===== config.mk =====
export PLATFORM = sky130hd
export DESIGN_NAME = delay_meter
export DESIGN_NICKNAME = d
export VERILOG_FILES = /design/src/rtl/delay_meter.sv
export SDC_FILE = /design/constraint.sdc
export NUM_CORES = 1
export LEC_CHECK = 0
export ABC_AREA = 1
export CORE_ASPECT_RATIO = 1.2
export CORE_UTILIZATION = 48
export DETAILED_ROUTE_END_ITERATION = 6
export PLACE_DENSITY = 0.86
export SLEW_MARGIN = 20
export SYNTH_ARGS = -nofsm -noshare
export SYNTH_HDL_FRONTEND = slang
export SYNTH_SLANG_ARGS = --single-unit

===== constraint.sdc =====
create_clock -name clk -period 1.77 [get_ports clk]
set_input_delay 0.177 -clock clk [delete_from_list [all_inputs] [get_ports clk]]
set_output_delay 0.177 -clock clk [all_outputs]
set_load 0.05 [all_outputs]

===== src/rtl/delay_meter.sv =====
// rtl/delay_meter.sv - cycle-latency meter from a src bus change to a matching dst value.
// Optional min/max statistics are built when DELAY_METER_STATS_EN is defined.
module delay_meter #(
    parameter int WIDTH   = 3,
    parameter int CNT_W   = 8,
    parameter int TIMEOUT = 200      // 1 <= TIMEOUT < 2**CNT_W
) (
    input  logic             clk,
    input  logic             reset,
    input  logic             enable,
    input  logic [WIDTH-1:0] src,
    input  logic [WIDTH-1:0] dst,
    output logic             meas_valid,
    input  logic             meas_ready,
    output logic [CNT_W-1:0] meas_cycles,
    output logic             meas_timeout,
    output logic             busy,
    output logic             overrun,
    output logic [CNT_W-1:0] min_cycles,
    output logic [CNT_W-1:0] max_cycles,
    input  logic             stats_clr
);

    typedef enum logic [1:0] {IDLE, MEASURE, DONE} state_t;

    localparam logic [CNT_W-1:0] TIMEOUT_C = CNT_W'(TIMEOUT);

    state_t           state, state_nxt;
    logic [WIDTH-1:0] src_q;
    logic [WIDTH-1:0] target, target_nxt;
    logic [CNT_W-1:0] cnt, cnt_nxt;
    logic [CNT_W-1:0] cycles_nxt;
    logic             timeout_nxt;
    logic             result_hit;
    logic             change;

    assign change = (src != src_q);
    assign busy   = (state != IDLE);

    always_comb begin
        state_nxt   = state;
        target_nxt  = target;
        cnt_nxt     = cnt;
        cycles_nxt  = meas_cycles;
        timeout_nxt = meas_timeout;
        result_hit  = 1'b0;
        case (state)
            IDLE: begin
                if (enable && change) begin
                    target_nxt = src;
                    cnt_nxt    = CNT_W'(1);
                    state_nxt  = MEASURE;
                end
            end
            MEASURE: begin
                if (!enable) begin
                    state_nxt = IDLE;
                end else if (dst == target) begin
                    cycles_nxt  = cnt;
                    timeout_nxt = 1'b0;
                    result_hit  = 1'b1;
                    state_nxt   = DONE;
                end else if (cnt == TIMEOUT_C) begin
                    cycles_nxt  = TIMEOUT_C;
                    timeout_nxt = 1'b1;
                    state_nxt   = DONE;
                end else begin
                    cnt_nxt = cnt + CNT_W'(1);
                end
            end
            DONE: begin
                // Result stays frozen until taken; enable has no say here.
                if (meas_ready) state_nxt = IDLE;
            end
            default: state_nxt = IDLE;
        endcase
    end

    always_ff @(posedge clk) begin
        if (reset) begin
            state        <= IDLE;
            src_q        <= '0;
            target       <= '0;
            cnt          <= '0;
            meas_cycles  <= '0;
            meas_timeout <= 1'b0;
            meas_valid   <= 1'b0;
            overrun      <= 1'b0;
        end else begin
            state        <= state_nxt;
            src_q        <= src;
            target       <= target_nxt;
            cnt          <= cnt_nxt;
            meas_cycles  <= cycles_nxt;
            meas_timeout <= timeout_nxt;
            meas_valid   <= (state_nxt == DONE);
            // Any change seen while busy is dropped, including on the handshake edge.
            if (change && state != IDLE) overrun <= 1'b1;
        end
    end

`ifdef DELAY_METER_STATS_EN
    always_ff @(posedge clk) begin
        if (reset || stats_clr) begin
            min_cycles <= '1;
            max_cycles <= '0;
        end else if (result_hit) begin
            if (cycles_nxt < min_cycles) min_cycles <= cycles_nxt;
            if (cycles_nxt > max_cycles) max_cycles <= cycles_nxt;
        end
    end
`else
    logic unused_stats;
    assign unused_stats = ^{stats_clr, result_hit};
    assign min_cycles   = '1;
    assign max_cycles   = '0;
`endif

endmodule


**Word level (Yosys, flattened, before mapping)**

Index checks and enable logic that the tools add are counted.

- Add/sub/neg operators: 1
- Eq/ne operators: 10
- Muxes and demuxes: 15
- Reduce and logical (&&, ||, !) cells: 9

Operators with widths:

| operator | number |
|---|---|
| 2-to-1 mux 8 bit | 6 |
| case mux 8 bit (2 select lines) | 1 |
| 2-to-1 mux 2 bit | 5 |
| adder 8 x 1 -> 8 bit (second input constant) | 1 |
| == test 8 bit (second input constant) | 1 |
| inequality test 2 bit (second input constant) | 4 |
| case mux 2 bit (3 select lines) | 1 |
| nonzero test 2 bit | 3 |
| AND reduction 5 bit | 1 |
| == test 2 bit (second input constant) | 2 |
| == test 3 bit | 1 |
| inequality test 3 bit | 1 |
| AND reduction 3 bit | 1 |
| == test 2 x 1 -> 1 bit (second input constant) | 1 |
| logical AND 1 bit | 2 |
| zero test 2 bit | 1 |
| 2-to-1 mux 1 bit | 2 |
| AND reduction 2 bit | 1 |

- Register bits after elaboration: 27
- Output and inout bits: 28
- Logic and storage cells: 43

**Longest topological paths before layout**

Gate-level depths: netlist of the first run.

- Depth after elaboration: 6
- Depth in mapped cells: 10
- Mapped depth without buffers: 10

**Worst setup path after synthesis of the first run**

OpenSTA, ideal clock, no wires.

- Path type: flip-flop to flip-flop
- Start point: reg cnt[0]
- End point: reg meas_valid
- Arrival time: 1264 ps
- Data required time: 1654 ps
- Setup slack: 390 ps
- Cell stages (with the launch flop): 11
- Period minus slack after synthesis: 1380 ps
- Path through: dfxtp_1 > inv_1 > ha_1 > nand2_1 > nor2_1 > nand2_1 > nand2_2 > nand2_4 > clkinv_2 > o21ai_1 > inv_1

- Word-level cells in the longest chain between the ends: 6

Ends and longest elaborated chain:

| item | line | text |
|---|---|---|
| from (decl) | 31 | `logic [CNT_W-1:0] cnt, cnt_nxt;` |
| from (signal assigned) | 93 | `cnt <= cnt_nxt;` |
| == test 8 bit | 63 | `end else if (cnt == TIMEOUT_C) begin` |
| 2-to-1 mux 2 bit | 63 |  |
| 2-to-1 mux 2 bit | 58 | `end else if (dst == target) begin` |
| 2-to-1 mux 2 bit | 56 | `if (!enable) begin` |
| case mux 2 bit (3 select lines) | 47 | `case (state)` |
| == test 2 bit | 96 | `meas_valid <= (state_nxt == DONE);` |
| to (signal assigned) | 96 |  |
| to (decl) | 13 | `output logic meas_valid,` |

No other way between the ends.
A chain may end at the register's enable or synchronous reset.

**Final worst setup path of the first run**

- Start point: reg meas_cycles[2]
- End point: out meas_cycles[2]

RTL lines:

| item | line | text |
|---|---|---|
| from (decl) | 15 | `output logic [CNT_W-1:0] meas_cycles,` |
| from (signal assigned) | 94 | `meas_cycles <= cycles_nxt;` |

No word-level cell between the ends.

==> summary.md, run 1 <==
| Metric | Value |
|---|---|
| CTS H-tree lvls | 1 |
| Row count | 21 |
| P&R area growth vs syn | 14.2% |
| Sw power | 407 uW |
| Req. time, crit path | around 1.6 ns |
| Routed vias/inst | slightly below 5 |
| Routed via count | roughly 1200 |
| Synthesized instance count | 199 |
| Setup TNS | 0 ns |
| Tmin final | roughly 1.7 ns |
| First-pass GRT wire length | approximately 4.4 mm |
| Starting Density | between 50% and 60% |
| Maxcap violations | 0 |
| Final hold violations | 0 |
| Detailed Place HPWL | 1.93 mm |
| Wirelength per Cell | 9.82 um |
| FF-to-FF path depth | 10 |
| PD cells | about 730 nW/um2 |
| Total Power | 1210 uW |
| Worst min path class | input pin to register |
| WL final | ~2.5 mm |
| WP data arrival | 1.49 ns |
| Hold bufs inserted after CTS | 0 |
| Crit. End Element | output pin |
| CP Launch Point | meas_cycles[2] |
| Comb pwr share | 24.3% |
| Horiz. Die Dim | 52.2 um |
| Fmax | between 600 and 700 MHz |
| Sequential power share | between 50% and 60% |
| I/O pin total | 39 |
| Antenna violations before repair | 0 |
| Total GRT Usage | 17.5% |
| Critical-path cell list | clkdlybuf4s50_1 |
| Worst VDD drop | ~0.43 mV |
| Area after DPL | 1630 um2 |
| Period utilisation layout | a little over nine tenths |
| Internal power | roughly 800 uW |
| Die area | 3250 um2 |
| Unrepaired setup endpoints after global routing | no |
| Relative slew slack | 66.7% |
| Syn Std Cell Area | 1450 um2 |
| Pre-CTS setup slack | about 0.16 ns |
| Port bufs | 21 |
| Count of cell types in the netlist | 30 |
| Worst Hold Depth | 3 |
| Die height | around 62 um |
| CTS max path bufs | 2 |
| Post-route ant nets | 0 |
| CP top delay family | buffers and inverters |
| Latest clock arrival within the worst-skew pair | between 0.3 and 0.4 ns |
| WS Path Type | register to output pin |
| Post-Syn Area per Cell | 7.30 um2 |
| Clk pwr share | a little over a fifth |
| Outcome | complete, no violations |
| Slowest-stage cell, CP | clkdlybuf4s50_1 |
| CP Launch Type | register |
| Fin area | 1660 um2 |
| YS warnings | 0 |
| Post-CTS Setup Inserts | 0 |
| Layout cells sized above 1 | 10.9% |
| Worst reg2reg path startpoint | cnt[1] |
| Critical path depth in cells | 1 |
| Final setup violation count | 0 |
| Crit path largest cell delay | about 0.8 ns |
| CTS tree | yes |
| Grt total ovfl | 0 |
| Nets | ~240 |
| # clock sinks | 27 |
| Sequential-to-total area share from yosys stat | approximately 37% |
| Residual DRC | 0 |
| Clk root buf | clkbuf_4 |
| Diode count | 0 |
| TritonRoute pass-1 iters | 6 |
| Vias in the first global route | between 1000 and 1500 |
| Min-delay src | src[2] |
| Reg clk slew, reported paths | approximately 0.14 ns |
| Crit path buffers/inverters | 1 |
| Post_cts resized | 0 |
| Core area | about 2800 um2 |
| Fillers | 270 |
| DRC violation total after the first TritonRoute iteration | 39 |
| P_leak | about 0.0007 uW |
| Routability cong. | approximately 0.9 |
| Largest net degree at the start of global routing | 18 |
| Switching Fraction | between 30% and 40% |
| Clock skew | between 0.006 and 0.007 ns |
| Setup ws final | 0.104 ns |
| Slew @ Worst Pin | 0.497 ns |
| Crit-path max FO | 2 |
| Number of synthesized register bits | 27 |
| CTS Buf Count | 3 |
| Slew Viols, Final | 0 |
flip-flops by register name (all words and copies together) (netlist names):
register	count
overrun	1
meas_valid	1
src_q	3
cnt	8
meas_cycles	8
target	3
meas_timeout	1
state	2
worst min-delay path, stage by stage:
cell	delay [ns]
clkdlybuf4s50_1	0.45
inv_1	0.07
nor2_1	0.03
per-stage QoR:
stage | hold WS [ns] | util, % | instances
after CTS | 0.424 | 58.5 | 255
final | 0.423 | 58.5 | 255
after floorplan | 0.284 | - | 213
after global routing | 0.435 | 58.5 | 255
after detailed placement | 0.452 | 57.5 | 251
after global placement | 0.447 | 57.5 | 251
synth_stat cells:
cell / number / area, um2
nand2_2: 1 / 6.26
o21ai_0: 2 / 10.0
buf_1: 1 / 3.75
a21oi_1: 17 / 85.1
a21boi_0: 1 / 7.51
conb_1: 2 / 7.51
clkinv_2: 1 / 5.00
a21oi_2: 1 / 8.76
or2_4: 1 / 8.76
o21bai_1: 1 / 7.51
inv_2: 1 / 3.75
nor3_1: 3 / 15.0
nor2_4: 3 / 33.8
nor3b_1: 3 / 22.5
ha_1: 2 / 25.0
nor2_1: 20 / 75.1
nand3_2: 2 / 20.0
clkbuf_1: 1 / 3.75
inv_1: 20 / 75.1
nand3_1: 9 / 45.0
nand2_4: 4 / 45.0
o21ai_1: 3 / 15.0
nand4_1: 1 / 6.26
buf_6: 1 / 11.3
xnor2_1: 4 / 35.0
dfxtp_1: 27 / 541
nor2_2: 2 / 12.5
buf_4: 16 / 120
nand2_1: 48 / 180
nand3_4: 1 / 17.5
worst paths after layout:
check / to / slack, ns
setup / recovery: meas_cycles[2] / 0.10
hold / removal: src_q[2] / 0.42
setup reg to reg: state[1] / 0.21
hold reg to reg: meas_cycles[0] / 0.47
metal layers:
metal / GRT usage [%] / vias up / wire length [um]
met2: 32.2 / 39 / 1320
met4: 7.89 / 0 / 25
met3: 1.47 / 3 / 112
li1: - / 635 / -
met1: 19.4 / 554 / 1040
met5: 0 / - / 0
power by group through the flow:
stage | Sequential [uW] | Clock, uW | Combinational, uW
finish | 651 | 265 | 294
global route | 654 | 300 | 318
CTS | 651 | 268 | 295
detailed placement | 664 | 0 | 293
global placement | 663 | 0 | 288
floorplan | 678 | 0 | 243
placed cells by master (no fill, tap or decap):
| cell | netlist | final |
|---|---|---|
| inv_1 | 20 | 20 |
| o21bai_1 | 1 | 1 |
| nor2_2 | 2 | 2 |
| nand4_1 | 1 | 1 |
| nand2_1 | 48 | 48 |
| inv_2 | 1 | 1 |
| conb_1 | 2 | 16 |
| o21ai_1 | 3 | 3 |
| nor3_1 | 3 | 3 |
| nand2_2 | 1 | 1 |
| or2_4 | 1 | 1 |
| ha_1 | 2 | 2 |
| xnor2_1 | 4 | 4 |
| nand3_1 | 9 | 9 |
| clkinv_2 | 1 | 2 |
| nor3b_1 | 3 | 3 |
| a21boi_0 | 1 | 1 |
| nand3_4 | 1 | 1 |
| a21oi_1 | 17 | 17 |
| nand3_2 | 2 | 2 |
| o21ai_0 | 2 | 2 |
| nor2_1 | 20 | 20 |
| nand2_4 | 4 | 4 |
| nor2_4 | 3 | 3 |
| clkdlybuf4s50_1 | 0 | 20 |
| dfxtp_1 | 27 | 27 |
| a21oi_2 | 1 | 1 |
| clkbuf_4 | 0 | 3 |
| buf_4 | 16 | 3 |
final cells by class:
cell class                 instances  area [um2]  share of cell area (%)
clock buffer                       3        22.5                    1.36
clock inverter                     1        5.00                   0.302
inverter                          22        83.8                    5.05
multi-input combinational        145         742                    44.7
sequential                        27         541                    32.6
tap                               34        42.5                    2.56
timing repair buffer              23         223                    13.4
kinds of logic after synthesis:
| kind of cell | count (synthesis) | synth area share, % |
|---|---|---|
| AND/OR/NAND/NOR | 98 | 33.6 |
| AO/OA/AOI/OAI | 25 | 9.22 |
| XOR/XNOR | 4 | 2.41 |
| flip-flops | 27 | 37.2 |
| adder cells (fa/ha/maj) | 2 | 1.72 |
| other | 2 | 0.517 |
| buffers and inverters | 41 | 15.3 |
Note: power is estimated with default switching activity, not from simulation.
==> run 2, diff against run 1 <==
--- a/config.mk
+++ b/config.mk
@@ -10,6 +10,7 @@
 export CORE_UTILIZATION = 48
 export DETAILED_ROUTE_END_ITERATION = 6
 export PLACE_DENSITY = 0.86
+export RECOVER_POWER = 50
 export SLEW_MARGIN = 20
 export SYNTH_ARGS = -nofsm -noshare
 export SYNTH_HDL_FRONTEND = slang
==> run 2 against run 1 <==
  * Worst setup slack improved by 0.0020 ns
  * Sequential share of layout area grew 0.47 points
  * Clock power about the same
  * Highest routed layer unchanged
==> summary.md, run 2 (synthesis gave the netlist of run 1 again) <==
| Metric | Value |
|---|---|
| Largest net degree at the start of global routing | 18 |
| Most common cell after layout, fill and taps aside | nand2_1 |
| Tmin final | between 1.5 and 2 ns |
| Fmax | 601 MHz |
| I/O pin total | 39 |
| Post_cts resized | 0 |
| Met1 usage | between 10% and 20% |
| Final setup violation count | 0 |
| Diode count | 0 |
| Most frequent cells in the layout | nand2_1, dfxtp_1, nor2_1 |
| Vias in the first global route | about 1100 |
| Routability cong. | 0.897 |
| WS Path Type | register to output pin |
| Setup ws final | 0.106 ns |
| Setup TNS | 0 ns |
| GRT Max-Usage Layer | met2 |
| TritonRoute pass-1 iters | 4 |
| # clock sinks | 27 |
| Slew @ Worst Pin | between 0.7 and 0.8 ns |
| Crit path largest cell delay | approximately 0.80 ns |
| Total GRT Usage | about 18% |
| Horiz. Die Dim | 52.2 um |
| Routed vias/inst | between 4 and 5 |
| Relative slew slack | a little under half |
| Global Route met2 Usage | 32.2% |
| Routed via count | about 1200 |
| Outcome | complete, no violations |
| Reg clk slew, reported paths | 0.14 ns |
| Min-delay src | src[2] |
| Nets | 235 |
| P&R area growth vs syn | 12.6% |
| CTS max path bufs | 2 |
| Maxcap violations | 0 |
| Slowest-stage cell, CP | clkdlybuf4s50_1 |
| Residual DRC | 0 |
| Registers with the most flip-flops | cnt: 8 flops, meas_cycles: 8 flops |
| First-pass GRT wire length | approximately 4.4 mm |
| Post-CTS Setup Inserts | 0 |
| WL final | 2.52 mm |
| Core area | ~2800 um2 |
| Die area | about 3300 um2 |
| Crit. End Element | output pin |
| Pre-CTS setup slack | 0.158 ns |
| Detailed Place HPWL | between 1.5 and 2 mm |
| CP top delay family | buffers and inverters |
| Die height | just over 60 um |
| Layout cells sized above 1 | 9.05% |
| Req. time, crit path | 1.59 ns |
| Period utilisation layout | about 94% |
| PD cells | approximately 730 nW/um2 |
| Clock skew | between 0.005 and 0.006 ns |
| Unrepaired setup endpoints after global routing | no |
| CP endpoint | meas_cycles[2] |
| Port bufs | 21 |
| Slew Viols, Final | 0 |
| WP data arrival | 1.49 ns |
| CTS tree | yes |
| CTS Buf Count | 3 |
| Clk root buf | clkbuf_4 |
| Hold bufs inserted after CTS | 0 |
| DRC violation total after the first TritonRoute iteration | 29 |
| Post-route ant nets | 0 |
| Fillers | around 270 |
| Crit path buffers/inverters | 1 |
| Crit-path max FO | 2 |
| FF-to-FF path depth | 7 |
| Starting Density | between 50% and 60% |
| Final hold violations | 0 |
| Critical-path cell list | clkdlybuf4s50_1 |
| CP Launch Point | meas_cycles[2] |
| Latest clock arrival within the worst-skew pair | roughly 0.33 ns |
| CTS H-tree lvls | 1 |
| Crit Reg-Reg Endpoint | cnt[6] |
| P_leak | 0.000694 uW |
| Fin util | between 50% and 60% |
| Grt met3 use | ~1.5% |
| Worst min path class | input pin to register |
| Antenna violations before repair | 0 |
| Wirelength per Cell | 9.89 um |
| CP Launch Type | register |
| R2r setup slk | ~0.16 ns |
| Row count | 21 |
| Worst reg2reg path startpoint | state[0] |
| Critical path depth in cells | 1 |
| Grt total ovfl | 0 |
| Worst VDD drop | roughly 0.43 mV |
## run 2: routing by layer
layer  up-vias  wire length (um)
met5         -                 0
met4         0                25
met3         3               145
met2        44              1330
met1       552              1030
li1        634                 -
## run 2: layout make-up
| class | instances | area, um2 | share of cell area [%] |
|---|---|---|---|
| multi-input cells | 145 | 724 | 44.3 |
| flip-flops and latches | 27 | 541 | 33.1 |
| repair buffers | 23 | 216 | 13.2 |
| inverters | 22 | 83.8 | 5.13 |
| well taps | 34 | 42.5 | 2.60 |
| clock buffers | 3 | 22.5 | 1.38 |
| clock inverters | 1 | 5.00 | 0.306 |
## run 2: how the worst min path moves through the flow
stage	endpoint	slack (ns)	depth (start not counted)
4_1_cts	src_q[2]	0.42	3
3_3_place_gp	overrun	0.45	2
6_report	src_q[2]	0.42	3
5_1_grt	src_q[0]	0.44	3
2_1_floorplan	src_q[0]	0.28	2
3_5_place_dp	meas_cycles[0]	0.45	2
## run 2: metrics by stage
step | instance area [um2] | cells | power [uW] | hold WS [ns]
2_1_floorplan | 1510 | 213 | 921 | 0.284
3_3_place_gp | 1630 | 251 | 951 | 0.447
3_5_place_dp | 1630 | 251 | 958 | 0.452
4_1_cts | 1660 | 255 | 1210 | 0.424
5_1_grt | 1640 | 255 | 1260 | 0.435
6_report | 1640 | 255 | 1200 | 0.424
## run 2: report_power, final
group	internal [uW]	switching [uW]
clock	84.9	179
combinational	77.9	206
sequential	633	17.3
## run 2: worst register-to-register path: stages, from the launching register on
cell and delay (ns):
dfxtp_1 0.37, or2_4 0.25, nor2_1 0.13, nand2_1 0.35, nand2_4 0.25, nand2_1 0.07, nand2_1 0.07, nor2_2 0.04
==> run 3, diff against run 2 <==
--- a/config.mk
+++ b/config.mk
@@ -7,9 +7,9 @@
 export LEC_CHECK = 0
 export ABC_AREA = 1
 export CORE_ASPECT_RATIO = 1.2
-export CORE_UTILIZATION = 48
+export CORE_UTILIZATION = 30
 export DETAILED_ROUTE_END_ITERATION = 6
-export PLACE_DENSITY = 0.86
+export PLACE_DENSITY = 0.61
 export RECOVER_POWER = 50
 export SLEW_MARGIN = 20
 export SYNTH_ARGS = -nofsm -noshare
==> run 3 against run 2 <==
  * Flip-flop and latch count unchanged
  * Sequential share of layout area decreased by 1.1 points
  * Final area increased by 3.6%
  * Sequential power about the same
  * Global-route usage decreased by 5.8 points
  * Critical endpoint is now meas_cycles[6]
  * Largest cell class unchanged
  * Largest power group unchanged
==> summary.md, run 3 (synthesis gave the netlist of run 1 again) <==
| Metric | Value |
|---|---|
| Crit path buffers/inverters | 1 |
| Post-CTS Setup Inserts | 0 |
| Slowest-stage cell, CP | dlygate4sd3_1 |
| Antenna violations before repair | 0 |
| TritonRoute pass-1 iters | 4 |
| I/O pin total | 39 |
| Hold bufs inserted after CTS | 0 |
| Final hold violations | 0 |
| Setup TNS | 0 ns |
| Wirelength per Cell | around 9.5 um |
| Nets | approximately 240 |
| Maxcap violations | 0 |
| Registers with the most flip-flops | cnt: 8 flops, meas_cycles: 8 flops |
| CP top delay family | buffers and inverters |
| Post_cts resized | 0 |
| Req. time, crit path | 1.59 ns |
| Worst VDD drop | ~0.3 mV |
| Die area | just over 5000 um2 |
| Outcome | complete, no violations |
| Fillers | 504 |
| Relative slew slack | about half |
| Total GRT Usage | 11.7% |
| Clk root buf | clkbuf_8 |
| P_leak | 0.000714 uW |
| Residual DRC | 0 |
| # clock sinks | 27 |
| Unrepaired setup endpoints after global routing | no |
| Routed via count | around 1200 |
| Layout cells sized above 1 | 9.05% |
| Clock skew | around 0.0077 ns |
| Reg clk slew, reported paths | 0.09 ns |
| WP data arrival | approximately 1.5 ns |
| Fmax | 604 MHz |
| Horiz. Die Dim | roughly 66 um |
| Vias in the first global route | approximately 1100 |
| Tmin final | 1.66 ns |
| CTS Buf Count | 3 |
| Most common cell after layout, fill and taps aside | nand2_1 |
| Crit. End Element | output pin |
| Starting Density | roughly a third |
| Detailed Place HPWL | around 2 mm |
| Critical-path cell list | dlygate4sd3_1 |
| Hold WS | approximately 0.46 ns |
| Die height | 78.2 um |
| Slew @ Worst Pin | between 0.7 and 0.8 ns |
| WL final | 2.65 mm |
| PD cells | ~770 nW/um2 |
| Latest clock arrival within the worst-skew pair | 0.28 ns |
| Final setup violation count | 0 |
| P&R area growth vs syn | 16.6% |
| CP Launch Type | register |
| WS Path Type | register to output pin |
| First-pass GRT wire length | around 4.7 mm |
| Grt total ovfl | 0 |
| Slew Viols, Final | 0 |
| Dpl cells | 275 |
| DRC violation total after the first TritonRoute iteration | 50 |
| Worst min path class | register to register |
| Row count | 27 |
| Crit-path max FO | 2 |
| Most frequent cells in the layout | nand2_1, dfxtp_1, inv_1, nor2_1, a21oi_1 |
| CTS H-tree lvls | 1 |
| Routability cong. | roughly 0.80 |
| Routed vias/inst | around 4.3 |
| Post-route ant nets | 0 |
| Core area | 4630 um2 |
| Largest net degree at the start of global routing | 18 |
| Diode count | 0 |
| CTS max path bufs | 2 |
| Period utilisation layout | between 90% and 100% |
| Port bufs | 21 |
| CTS tree | yes |
| Final Non-Filler Cells | 279 |
| Crit path largest cell delay | between 0.8 and 0.9 ns |
==> run 3: cell types whose count changed in the layout (fill, tap and decap cells not counted), moves of 3 or more <==
cell / change
clkdlybuf4s50_1: -4
dlygate4sd3_1: +4
clkbuf_8: +3
clkbuf_4: -3
==> run 3: layout make-up <==
cell class                 instances  area, um2  area share, %
clock inverter                     1       8.76          0.517
clock buffer                       3       41.3           2.44
tap                               58       72.6           4.28
inverter                          22       83.8           4.95
timing repair buffer              23        215           12.7
sequential                        27        541           31.9
multi-input combinational        145        732           43.2
==> run 3: path summary, 6_finish.rpt <==
path	slack, ns	endpoint	startpoint	cells past startpoint
min	0.46	meas_cycles[2]	meas_cycles[2]	2
max reg2reg	0.23	cnt[6]	state[0]	7
max	0.11	meas_cycles[6]	meas_cycles[6]	1
min reg2reg	0.46	meas_cycles[2]	meas_cycles[2]	2
==> run 3: per-stage QoR <==
step / instance area, um2 / power, uW / worst slack, ns / util, %
6_report: 1690 / 1310 / 0.114 / 36.6
5_1_grt: 1690 / 1380 / 0.0320 / 36.6
4_1_cts: 1710 / 1340 / 0.141 / 37.0
3_5_place_dp: 1660 / 958 / 0.163 / 35.9
3_3_place_gp: 1660 / 955 / 0.171 / 35.9
2_1_floorplan: 1510 / 921 / 0.390 / -
==> run 3: per-layer routing <==
| layer | global-route usage (%) | part of all wire [%] | up-vias |
|---|---|---|---|
| li1 | - | - | 630 |
| met1 | 13.2 | 44 | 540 |
| met2 | 20.9 | 51 | 30 |
| met3 | 1.31 | 2.5 | 5 |
| met4 | 6.52 | 2.5 | 0 |
| met5 | 0 | 0 | - |
==> run 3: power by group <==
part / leakage (uW) / total [uW] / switching [uW] / internal, uW
Sequential: 0.000220 / 650 / 17.5 / 633
Combinational: 0.000468 / 282 / 204 / 78.1
Clock: 0.0000261 / 373 / 208 / 166
Total: 0.000714 / 1310 / 430 / 876
